===== src/rtl/stream_unpacker_pkg.sv =====
// Shared stream definitions for the wide<->narrow lane converters.
// Holds FSM encodings and default lane/word widths so the unpacker and a
// future packer agree on the same framing vocabulary.
package stream_unpacker_pkg;

  // Default widths: one byte lane, four lanes per word.
  localparam int unsigned SU_LANE_BITS  = 8;
  localparam int unsigned SU_WORD_BITS  = 32;
  localparam int unsigned SU_RATIO      = SU_WORD_BITS / SU_LANE_BITS;
  localparam int unsigned SU_RATIO_LOG2 = 2;

  // Converter state: IDLE holds no word, SHIFT is walking lanes of a held word.
  typedef enum logic {
    ST_IDLE  = 1'b0,
    ST_SHIFT = 1'b1
  } stream_state_e;

  // Lane-counter width for a given ratio, never narrower than one bit.
  function automatic int unsigned cnt_bits(input int unsigned ratio);
    int unsigned b;
    b = 1;
    while ((1 << b) < ratio) b++;
    return b;
  endfunction

endpackage


===== src/rtl/stream_unpacker.sv =====
// Unpacks wide stream words into little-endian narrow lanes with packet framing.
// Latency: lane 0 appears one cycle after the word is accepted; full throughput.
// Backpressure: i_src_ready=0 freezes the lane outputs and holds off o_snk_ready.
module stream_unpacker
  import stream_unpacker_pkg::*;
#(
  parameter int unsigned p_st_bits    = SU_WORD_BITS,
  parameter int unsigned p_out_bits   = SU_LANE_BITS,
  parameter int unsigned p_ratio      = SU_RATIO,
  parameter int unsigned p_ratio_log2 = SU_RATIO_LOG2
) (
  input  logic                    clk,
  input  logic                    rst,
  input  logic [p_st_bits-1:0]    i_snk_data,
  input  logic                    i_snk_last,
  input  logic [p_ratio_log2-1:0] i_snk_nbytes,
  input  logic                    i_snk_valid,
  output logic                    o_snk_ready,
  output logic [p_out_bits-1:0]   o_src_data,
  output logic                    o_src_last,
  output logic                    o_src_valid,
  input  logic                    i_src_ready,
  output logic                    o_busy
);

  // Highest lane index of a full word.
  localparam logic [p_ratio_log2-1:0] LimitFull = p_ratio_log2'(p_ratio - 1);

  stream_state_e           state_q, state_d;
  logic [p_ratio_log2-1:0] cnt_q, cnt_d;
  logic [p_ratio_log2-1:0] limit_q, limit_d;
  logic [p_st_bits-1:0]    word_q, word_d;
  logic                    lastflag_q, lastflag_d;
  logic                    rdy_en_q;

  logic                    shifting;
  logic                    at_limit;
  logic                    src_xfer;
  logic                    snk_acc;
  logic [p_ratio_log2-1:0] nb_clamped;
  logic [p_out_bits-1:0]   lane_mux;

  assign shifting = (state_q == ST_SHIFT);
  assign at_limit = (cnt_q == limit_q);
  assign src_xfer = shifting & i_src_ready;

  // Ready when empty, or when the final lane of the held word leaves this
  // cycle so the next word loads with no bubble.
  assign o_snk_ready = rdy_en_q & (~shifting | (src_xfer & at_limit));
  assign snk_acc     = i_snk_valid & o_snk_ready;

  // A lane count beyond the word is clamped to a full word, never wrapped.
  assign nb_clamped = (i_snk_nbytes > LimitFull) ? LimitFull : i_snk_nbytes;

  // Select the current lane; lane 0 is the least significant slice.
  always_comb begin
    lane_mux = '0;
    for (int i = 0; i < int'(p_ratio); i++) begin
      if (cnt_q == p_ratio_log2'(i)) begin
        lane_mux = word_q[i*p_out_bits +: p_out_bits];
      end
    end
  end

  assign o_src_valid = shifting;
  assign o_src_data  = lane_mux;
  assign o_src_last  = shifting & lastflag_q & at_limit;
  assign o_busy      = shifting;

  // Next-state: load on accept, advance on transfer, go idle after last lane.
  always_comb begin
    state_d    = state_q;
    cnt_d      = cnt_q;
    limit_d    = limit_q;
    word_d     = word_q;
    lastflag_d = lastflag_q;
    if (snk_acc) begin
      state_d    = ST_SHIFT;
      cnt_d      = '0;
      word_d     = i_snk_data;
      limit_d    = i_snk_last ? nb_clamped : LimitFull;
      lastflag_d = i_snk_last;
    end else if (src_xfer) begin
      if (at_limit) begin
        state_d = ST_IDLE;
        cnt_d   = '0;
      end else begin
        cnt_d = cnt_q + 1'b1;
      end
    end
  end

  // State registers; reset discards any held word, ready enables one edge after release.
  always_ff @(posedge clk or negedge rst) begin
    if (!rst) begin
      state_q    <= ST_IDLE;
      cnt_q      <= '0;
      limit_q    <= '0;
      word_q     <= '0;
      lastflag_q <= 1'b0;
      rdy_en_q   <= 1'b0;
    end else begin
      state_q    <= state_d;
      cnt_q      <= cnt_d;
      limit_q    <= limit_d;
      word_q     <= word_d;
      lastflag_q <= lastflag_d;
      rdy_en_q   <= 1'b1;
    end
  end

endmodule


===== config.mk =====
export PLATFORM = sky130hd
export DESIGN_NAME = stream_unpacker
export DESIGN_NICKNAME = d
export VERILOG_FILES = /design/src/rtl/stream_unpacker_pkg.sv /design/src/rtl/stream_unpacker.sv
export SDC_FILE = /design/constraint.sdc
export NUM_CORES = 1
export LEC_CHECK = 0
export CAP_MARGIN = 20
export CORE_MARGIN = 4
export CORE_UTILIZATION = 30
export CTS_CLUSTER_SIZE = 24
export DETAILED_ROUTE_END_ITERATION = 10
export RECOVER_POWER = 100
export SKIP_LAST_GASP = 1
export SYNTH_ARGS = -nofsm -noshare
export SYNTH_HDL_FRONTEND = slang
export SYNTH_SLANG_ARGS = --single-unit

===== constraint.sdc =====
create_clock -name clk -period 5.1 [get_ports clk]
set_input_delay 0.765 -clock clk [delete_from_list [all_inputs] [get_ports clk]]
set_output_delay 0.765 -clock clk [all_outputs]
set_load 0.02 [all_outputs]

==> results of run 1 <==
[metal layers]
metal / GRT usage [%] / vias to the layer above
met5: 0 / -
met2: 16.0 / 29
met3: 3.46 / 4
li1: - / 611
met1: 15.2 / 573
met4: 4.32 / 0
[final cells by class]
class                   instances  area (um^2)
repair buffers                 51          498
clock inverters                 2         12.5
fillers                       574         3490
inverters                       3         11.3
clock buffers                   6         72.6
multi-input cells              94          769
flip-flops and latches         39          976
well taps                      75         93.8
[cells in the final DEF, fill, tap and decap left out]
cell type,n
a21oi_1,3
a221oi_1,7
and2_1,1
clkbuf_1,3
clkbuf_8,5
clkdlybuf4s50_1,35
clkinv_2,1
clkinvlp_4,1
conb_1,1
dfrtp_1,39
dlygate4sd3_1,14
ha_1,4
inv_1,3
mux2_1,1
mux2_2,34
nand2_1,15
nand2b_1,2
nand3_1,2
nand3b_1,1
nor2_1,1
nor2b_1,8
o211ai_1,1
o21ai_0,3
o22ai_1,1
o31ai_1,7
xnor2_1,2
[logic make-up after synthesis]
group	synth area share (%)
flip-flops	53.4
multiplexers	21.6
AND/OR/NAND/NOR	8.01
AO/OA/AOI/OAI	9.24
buffers and inverters	3.90
adder cells (fa/ha/maj)	2.74
XOR/XNOR	0.958
other	0.205
[through the flow]
| stage | power (mW) | setup slack [ps] |
|---|---|---|
| 2_1_floorplan | 1.01 | 2500 |
| 3_3_place_gp | 1.25 | 2080 |
| 3_5_place_dp | 1.28 | 1950 |
| 4_1_cts | 1.48 | 1640 |
| 5_1_grt | 1.52 | 1140 |
| 6_report | 1.41 | 1370 |
[cell usage after synthesis (all sizes together) (2+ instances only)]
cell type  count
nand3          2
nor2b          8
inv            3
a21oi          3
dfrtp         39
clkbuf         3
ha             4
a221oi         7
o31ai          7
nand2b         2
nand2         15
buf            6
mux2          35
o21ai          3
xnor2          2
[registers in the layout (all words and copies together), names as in the netlist]
| register | flops |
|---|---|
| o_busy | 1 |
| rdy_en_q | 1 |
| limit_q | 2 |
| word_q | 32 |
| cnt_q | 2 |
| lastflag_q | 1 |
[path summary, 6_finish.rpt]
check	cells after the start	slack (ps)	from	to
max in group asynchronous	1	2850	rst	word_q[4]$_DFFE_PN0P_
setup / recovery	5	1370	i_src_ready	word_q[13]$_DFFE_PN0P_
hold / removal	1	500	word_q[30]$_DFFE_PN0P_	word_q[30]$_DFFE_PN0P_
hold reg to reg	1	500	word_q[30]$_DFFE_PN0P_	word_q[30]$_DFFE_PN0P_
min in group asynchronous	1	1060	rst	o_busy$_DFFE_PN0P_
setup reg to reg	5	1740	cnt_q[0]$_DFFE_PN0P_	word_q[13]$_DFFE_PN0P_
[power groups by stage]
stage	Clock [mW]	Combinational, mW	Sequential [mW]
floorplan	0	0.475	0.532
global placement	0	0.691	0.561
detailed placement	0	0.713	0.563
CTS	0.207	0.715	0.557
global route	0.224	0.724	0.573
finish	0.199	0.659	0.555
==> flow_summary.ini, run 1 <==
[yosys]
synthesis.area_um2 = 1830
synth-seq-cells = 39
synth_top_area_share_pct = 53.4
synth_area_per_cell_um2 = 12.6
ys_warn_count = 0
synth_edf_count = 0
seq_area_frac_synth_pct = 53.4
yosys.area.top_type = dfrtp_1
synth_cell_types = 25
async_reset_ff_share_pct = 100
syn_inst = 145
synthTopCellsByArea = dfrtp_1 53%, mux2_2 21%, a221oi_1 3.4%
synth_nets = 188
ys.flop_type = dfrtp_1

[clock_network]
cts_num_sinks = 39
hold_buffers = 0
post_cts_buffers = 0
cts_tree = done
cts-resized-gates = 0
path_clk_slew_ps = 80
clk_latency_ps = 280
numCtsBuffers = 5
root_buffer = clkbuf_8
h-tree-depth = 2
cts_buffer_depth = 2

[timing]
rsz0062_at_grt = no
drv_slew = 40
finClkSkew_ps = 4.72
max_freq_mhz = 268
setup_tns_ps = 0
min_period_ps = 3730
tightest_slew_ps = 2060
relSlewSlack_pct = -37.6
period_share_pct = 73.1
hold_viol = 0
whs_ps = 496
setup_viol = 0

[drt]
routed-wl-met3_um = 199
wl_per_cell_um = 14.2
routed_via_density = 4.51
top_layer_used = met4
drtPass1Iterations = 4
drt_iter0_drc = 71
drtAntennaViolNets = 0
num_vias = 1217
wl_met2_mm = 1.68
wirelength_mm = 3.82
drt-met1-wl_mm = 1.90
drc = 0

[final_layout]
stdcell_area_um2 = 2430
antenna_cells = 0
utilization_pct = 41.1
drive_gt1_share_pct = 21.0
area_growth_pct = 33.1
fin_nets = 237
final_cells = 270

[worst_setup_path]
required_ps = 5270
critPathArrivalTime_ps = 3900
end_kind = flip-flop
crit_family = buffers and inverters
cp-start-kind = input pin
slowest_delay_ps = 1130
path_cells = dlygate4sd3_1 > nand3_1 > a21oi_1 > clkbuf_1 > mux2_2
path_buf_inv = 2
worstPathMaxFanout = 21
slowest_stage = a21oi_1
path_class = in -> reg

[worst_hold_path]
min_path_type = reg -> reg

[power]
p_switching_mw = 0.510
swShare_pct = 36.1
p_leak_nw = 0.981
combPwrFrac_pct = 46.6
ir_drop_uv = 214
pwr-share-seq_pct = 39.3
p_int_mw = 0.903
power_density_nw_per_um2 = 581
clockPowerShare_pct = 14.1

[die]
die_area_um2 = 7410
dieWidth_um = 86.1
core_um2 = 5920
initial_core_util_pct = 30.9
rows = 28
die_h_um = 86.1
io_pins = 51

[run_status]
status = finished with violations
violations = capacitance limit, slew limit

[place]
dpl_cell_area_um2 = 2380
finalWeightedCongestion = 0.725
dpl.cell_count = 262
io_buffer_count = 50
hpwl_mm = 2.85

[grt]
grtUsageTotal_pct = 11.0
grt_pass1_vias = 1294
gr-total-overflow = 0
grt_first_pass_wirelength_mm = 6.26
grt_max_degree = 40
antenna_found_initial = 0

[run]
drv_cap = 1
(Power assumes the default switching activity.)
==> inputs of run 2 (changes only) <==
==> constraint.sdc (replaced) <==
create_clock -name clk -period 3.5 [get_ports clk]
set_input_delay 0.525 -clock clk [delete_from_list [all_inputs] [get_ports clk]]
set_output_delay 0.525 -clock clk [all_outputs]
set_load 0.02 [all_outputs]
==> flow_summary.ini, run 2 (same netlist as run 1, synthesis figures left out) <==
[run_status]
status = finished with violations
violations = capacitance limit, slew limit

[power]
ir_drop_uv = 249
p_switching_mw = 0.740
p_leak_nw = 0.994
combPwrFrac_pct = 45.7
clockPowerShare_pct = 15.8
p_int_mw = 1.36
power_density_nw_per_um2 = 855
p_total_mw = 2.10
pwr-share-seq_pct = 38.5
swShare_pct = 35.3

[final_layout]
drive_gt1_share_pct = 21.5
final_cell_mix = 39 x dfrtp_1, 36 x clkdlybuf4s50_1, 34 x mux2_2, 15 x nand2_1, 13 x dlygate4sd3_1
largest_register_ffs = 32
stdcell_area_um2 = 2450
fin_nets = 237
largest-register = word_q
fill_cells = 556
antenna_cells = 0
area_growth_pct = 34.0
reg_top3 = word_q x32, cnt_q x2, limit_q x2
final_common_cell = dfrtp_1
final_cells = 270
utilization_pct = 41.4

[die]
core_um2 = 5920
initial_core_util_pct = 30.9
io_pins = 51
die_area_um2 = 7410
die_h_um = 86.1
rows = 28
dieWidth_um = 86.1

[clock_network]
cts_num_sinks = 39
hold_buffers = 0
post_cts_buffers = 0
cts_buffer_depth = 2
clk_latency_ps = 290
numCtsBuffers = 5
path_clk_slew_ps = 70
cts-resized-gates = 0
root_buffer = clkbuf_8
h-tree-depth = 2
cts_tree = done

[worst_hold_path]
holdPathEnd = word_q[30]$_DFFE_PN0P_
min_path_type = reg -> reg
hold_path_depth = 1
hold_start = word_q[30]$_DFFE_PN0P_

[grt]
antenna_found_initial = 0
grt_first_pass_wirelength_mm = 6.25
grtUsageTotal_pct = 11.2
grt_pass1_vias = 1252
gr-total-overflow = 0
grt_max_degree = 40

[timing]
whs_ps = 498
period_share_pct = 91.9
setup_tns_ps = 0
min_period_ps = 3220
finClkSkew_ps = 3.94
drv_slew = 40
setup_viol = 0
hold_viol = 0
max_freq_mhz = 311
worst_slack_ps = 284
tightest_slew_ps = 2080
rsz0062_at_grt = no
relSlewSlack_pct = -38.8

[worst_setup_path]
path_cells = inv_1 > ha_1 > nor2b_1 > a221oi_1 > o31ai_1 > dlygate4sd3_1
reg2reg_from = cnt_q[1]$_DFFE_PN0P_
rrSetupSlack_ps = 720
slowest_delay_ps = 710
end_kind = output pin
required_ps = 2970
worstPathMaxFanout = 10
cp-start-kind = flip-flop
regToRegEndpoint = word_q[29]$_DFFE_PN0P_
slowest_stage = dlygate4sd3_1
rr_worst_depth = 5
path_class = reg -> out
critPathArrivalTime_ps = 2690
startpoint = cnt_q[1]$_DFFE_PN0P_

[place]
finalWeightedCongestion = 0.724
place_ws_ps = 625
hpwl_mm = 2.82
dpl.cell_count = 262
dpl_cell_area_um2 = 2360
io_buffer_count = 50

[drt]
routed_via_density = 4.58
wirelength_mm = 3.83
wl_per_cell_um = 14.2
drtPass1Iterations = 4
drt_iter0_drc = 44
drc = 0
num_vias = 1237
drtAntennaViolNets = 0

[run]
drv_cap = 1
run 2: cell count changes in the layout (fill, tap and decap cells not counted), sizes merged:
cell	change
clkdlybuf4s50	+1
dlygate4sd3	-1
clkinv	-1
clkinvlp	-1
clkbuf	+2
run 2: worst max-delay path: cells and delay by family, from the launching register on:
family / cells / cell delay [ps]
fa+ha+maj: 1 / 300
compound gates: 2 / 460
flops: 1 / 410
buf+inv: 2 / 800
simple gates: 1 / 440
run 2: power groups by stage:
stage          sequential (mW)  combinational, mW  clock [mW]
2_1_floorplan            0.775              0.692           0
3_3_place_gp             0.817               1.01           0
3_5_place_dp             0.824               1.02           0
4_1_cts                  0.815               1.02       0.340
5_1_grt                  0.840               1.05       0.370
6_report                 0.807              0.957       0.331
run 2: worst max-delay path by stage:
stage | cells past startpoint | to | slack (ps)
after global routing | 6 | o_src_data[5] | 90
after global placement | 5 | o_src_data[3] | 720
after CTS | 6 | o_src_data[4] | 310
after floorplan | 6 | o_src_data[1] | 1140
final | 6 | o_src_data[4] | 280
after detailed placement | 6 | o_src_data[4] | 620
run 2: layout make-up:
class / count / area [um^2] / share of cell area [%]
timing repair buffer: 51 / 499 / 20.4
inverter: 3 / 11.3 / 0.460
clock buffer: 8 / 100 / 4.09
multi-input combinational: 94 / 769 / 31.4
tap: 75 / 93.8 / 3.83
sequential: 39 / 976 / 39.8
run 2: layer usage:
metal | global-route usage [%] | wire [um] | vias up
met5 | 0 | 0 | -
met4 | 4.75 | 72 | 0
met3 | 3.75 | 213 | 5
met2 | 16.3 | 1640 | 30
met1 | 15.2 | 1900 | 591
li1 | - | - | 611
==> inputs of run 3 (changes only) <==
--- a/config.mk
+++ b/config.mk
@@ -6,6 +6,7 @@
 export NUM_CORES = 1
 export LEC_CHECK = 0
 export CAP_MARGIN = 20
+export CORE_ASPECT_RATIO = 0.5
 export CORE_MARGIN = 4
 export CORE_UTILIZATION = 30
 export CTS_CLUSTER_SIZE = 24
==> flow_summary.ini, run 3 (same netlist as run 1, synthesis figures left out) <==
[run_status]
status = finished with violations
violations = capacitance limit, slew limit

[timing]
period_share_pct = 93.4
max_freq_mhz = 306
whs_ps = 509
hold_viol = 0
min_period_ps = 3270
rsz0062_at_grt = no
setup_viol = 0
finClkSkew_ps = 5.01
tightest_slew_ps = 2020
setup_tns_ps = 0
drv_slew = 57
relSlewSlack_pct = -34.7

[place]
dpl.cell_count = 260
io_buffer_count = 50
hpwl_mm = 2.90
finalWeightedCongestion = 0.756
dpl_cell_area_um2 = 2370

[drt]
wirelength_mm = 3.78
wl_per_cell_um = 14.1
drtPass1Iterations = 4
drtAntennaViolNets = 0
num_vias = 1259
routed_via_density = 4.70
drc = 0
drt_iter0_drc = 18

[die]
dieWidth_um = 118
core_um2 = 5680
rows = 19
io_pins = 51
initial_core_util_pct = 32.2
die_h_um = 63.2
die_area_um2 = 7480

[worst_hold_path]
min_path_type = reg -> reg

[clock_network]
path_clk_slew_ps = 50
cts-resized-gates = 0
clk_latency_ps = 270
root_buffer = clkbuf_16
h-tree-depth = 2
cts_tree = done
numCtsBuffers = 5
hold_buffers = 0
cts_buffer_depth = 2
cts_num_sinks = 39
post_cts_buffers = 0

[worst_setup_path]
critPathArrivalTime_ps = 2740
path_class = reg -> out
crit_family = buffers and inverters
worstPathMaxFanout = 10
slowest_stage = dlygate4sd3_1
required_ps = 2970
end_kind = output pin
path_buf_inv = 2
cp-start-kind = flip-flop
slowest_delay_ps = 720
path_cells = inv_1 > ha_1 > nor2b_1 > a221oi_1 > o31ai_1 > dlygate4sd3_1

[power]
power_density_nw_per_um2 = 883
p_leak_nw = 1.01
ir_drop_uv = 239

[final_layout]
fin_nets = 237
largest-register = word_q
largest_register_ffs = 32
drive_gt1_share_pct = 21.0
fill_cells = 504
stdcell_area_um2 = 2500
final_cell_mix = 39 x dfrtp_1, 35 x clkdlybuf4s50_1, 34 x mux2_2, 15 x nand2_1, 14 x dlygate4sd3_1
final_cells = 268
final_common_cell = dfrtp_1
reg_top3 = word_q x32, cnt_q x2, limit_q x2
antenna_cells = 0
area_growth_pct = 36.8

[grt]
grt_pass1_vias = 1331
gr-total-overflow = 0
grt_first_pass_wirelength_mm = 6.42
grtUsageTotal_pct = 10.8
antenna_found_initial = 0
grt_max_degree = 40

[run]
drv_cap = 2
[run 3: area by class of cell]
cell class / instances / area, um^2 / area share [%]
Sequential cell: 39 / 976 / 39.0
Multi-Input combinational cell: 94 / 769 / 30.8
Timing Repair Buffer: 51 / 514 / 20.6
Clock buffer: 7 / 133 / 5.31
Tap cell: 73 / 91.3 / 3.65
Inverter: 3 / 11.3 / 0.450
Clock inverter: 1 / 5.00 / 0.200
[run 3: routing by layer]
| metal | share of wire (%) | global-route usage, % | vias up |
|---|---|---|---|
| li1 | - | - | 614 |
| met1 | 45 | 13.8 | 622 |
| met2 | 51 | 17.6 | 18 |
| met3 | 3.1 | 3.40 | 5 |
| met4 | 1.1 | 3.46 | 0 |
| met5 | 0 | 0 | - |
[run 3: stage by stage]
stage	utilization (%)	total power, mW	worst slack [ps]
6_report	44.0	2.21	232
5_1_grt	44.0	2.37	80.8
4_1_cts	44.2	2.29	250
2_1_floorplan	-	1.47	1140
3_3_place_gp	41.8	1.83	718
3_5_place_dp	41.8	1.86	570
[run 3: path summary, 6_finish.rpt]
check                                       startpoint                      to  slack (ps)  cells after the start
worst max-delay path              cnt_q[1]$_DFFE_PN0P_           o_src_data[4]         230                      6
worst min-delay path            word_q[24]$_DFFE_PN0P_  word_q[24]$_DFFE_PN0P_         510                      1
worst max register to register    cnt_q[0]$_DFFE_PN0P_   word_q[5]$_DFFE_PN0P_         620                      5
worst min register to register  word_q[24]$_DFFE_PN0P_  word_q[24]$_DFFE_PN0P_         510                      1
max in group asynchronous                          rst  word_q[19]$_DFFE_PN0P_        1520                      1
min in group asynchronous                          rst  limit_q[0]$_DFFE_PN0P_         820                      1
[run 3: where the power goes]
group          total [mW]  switching, mW  internal [mW]
clock network       0.423          0.160          0.263
logic               0.971          0.459          0.512
registers           0.813          0.139          0.674
total                2.21          0.758           1.45
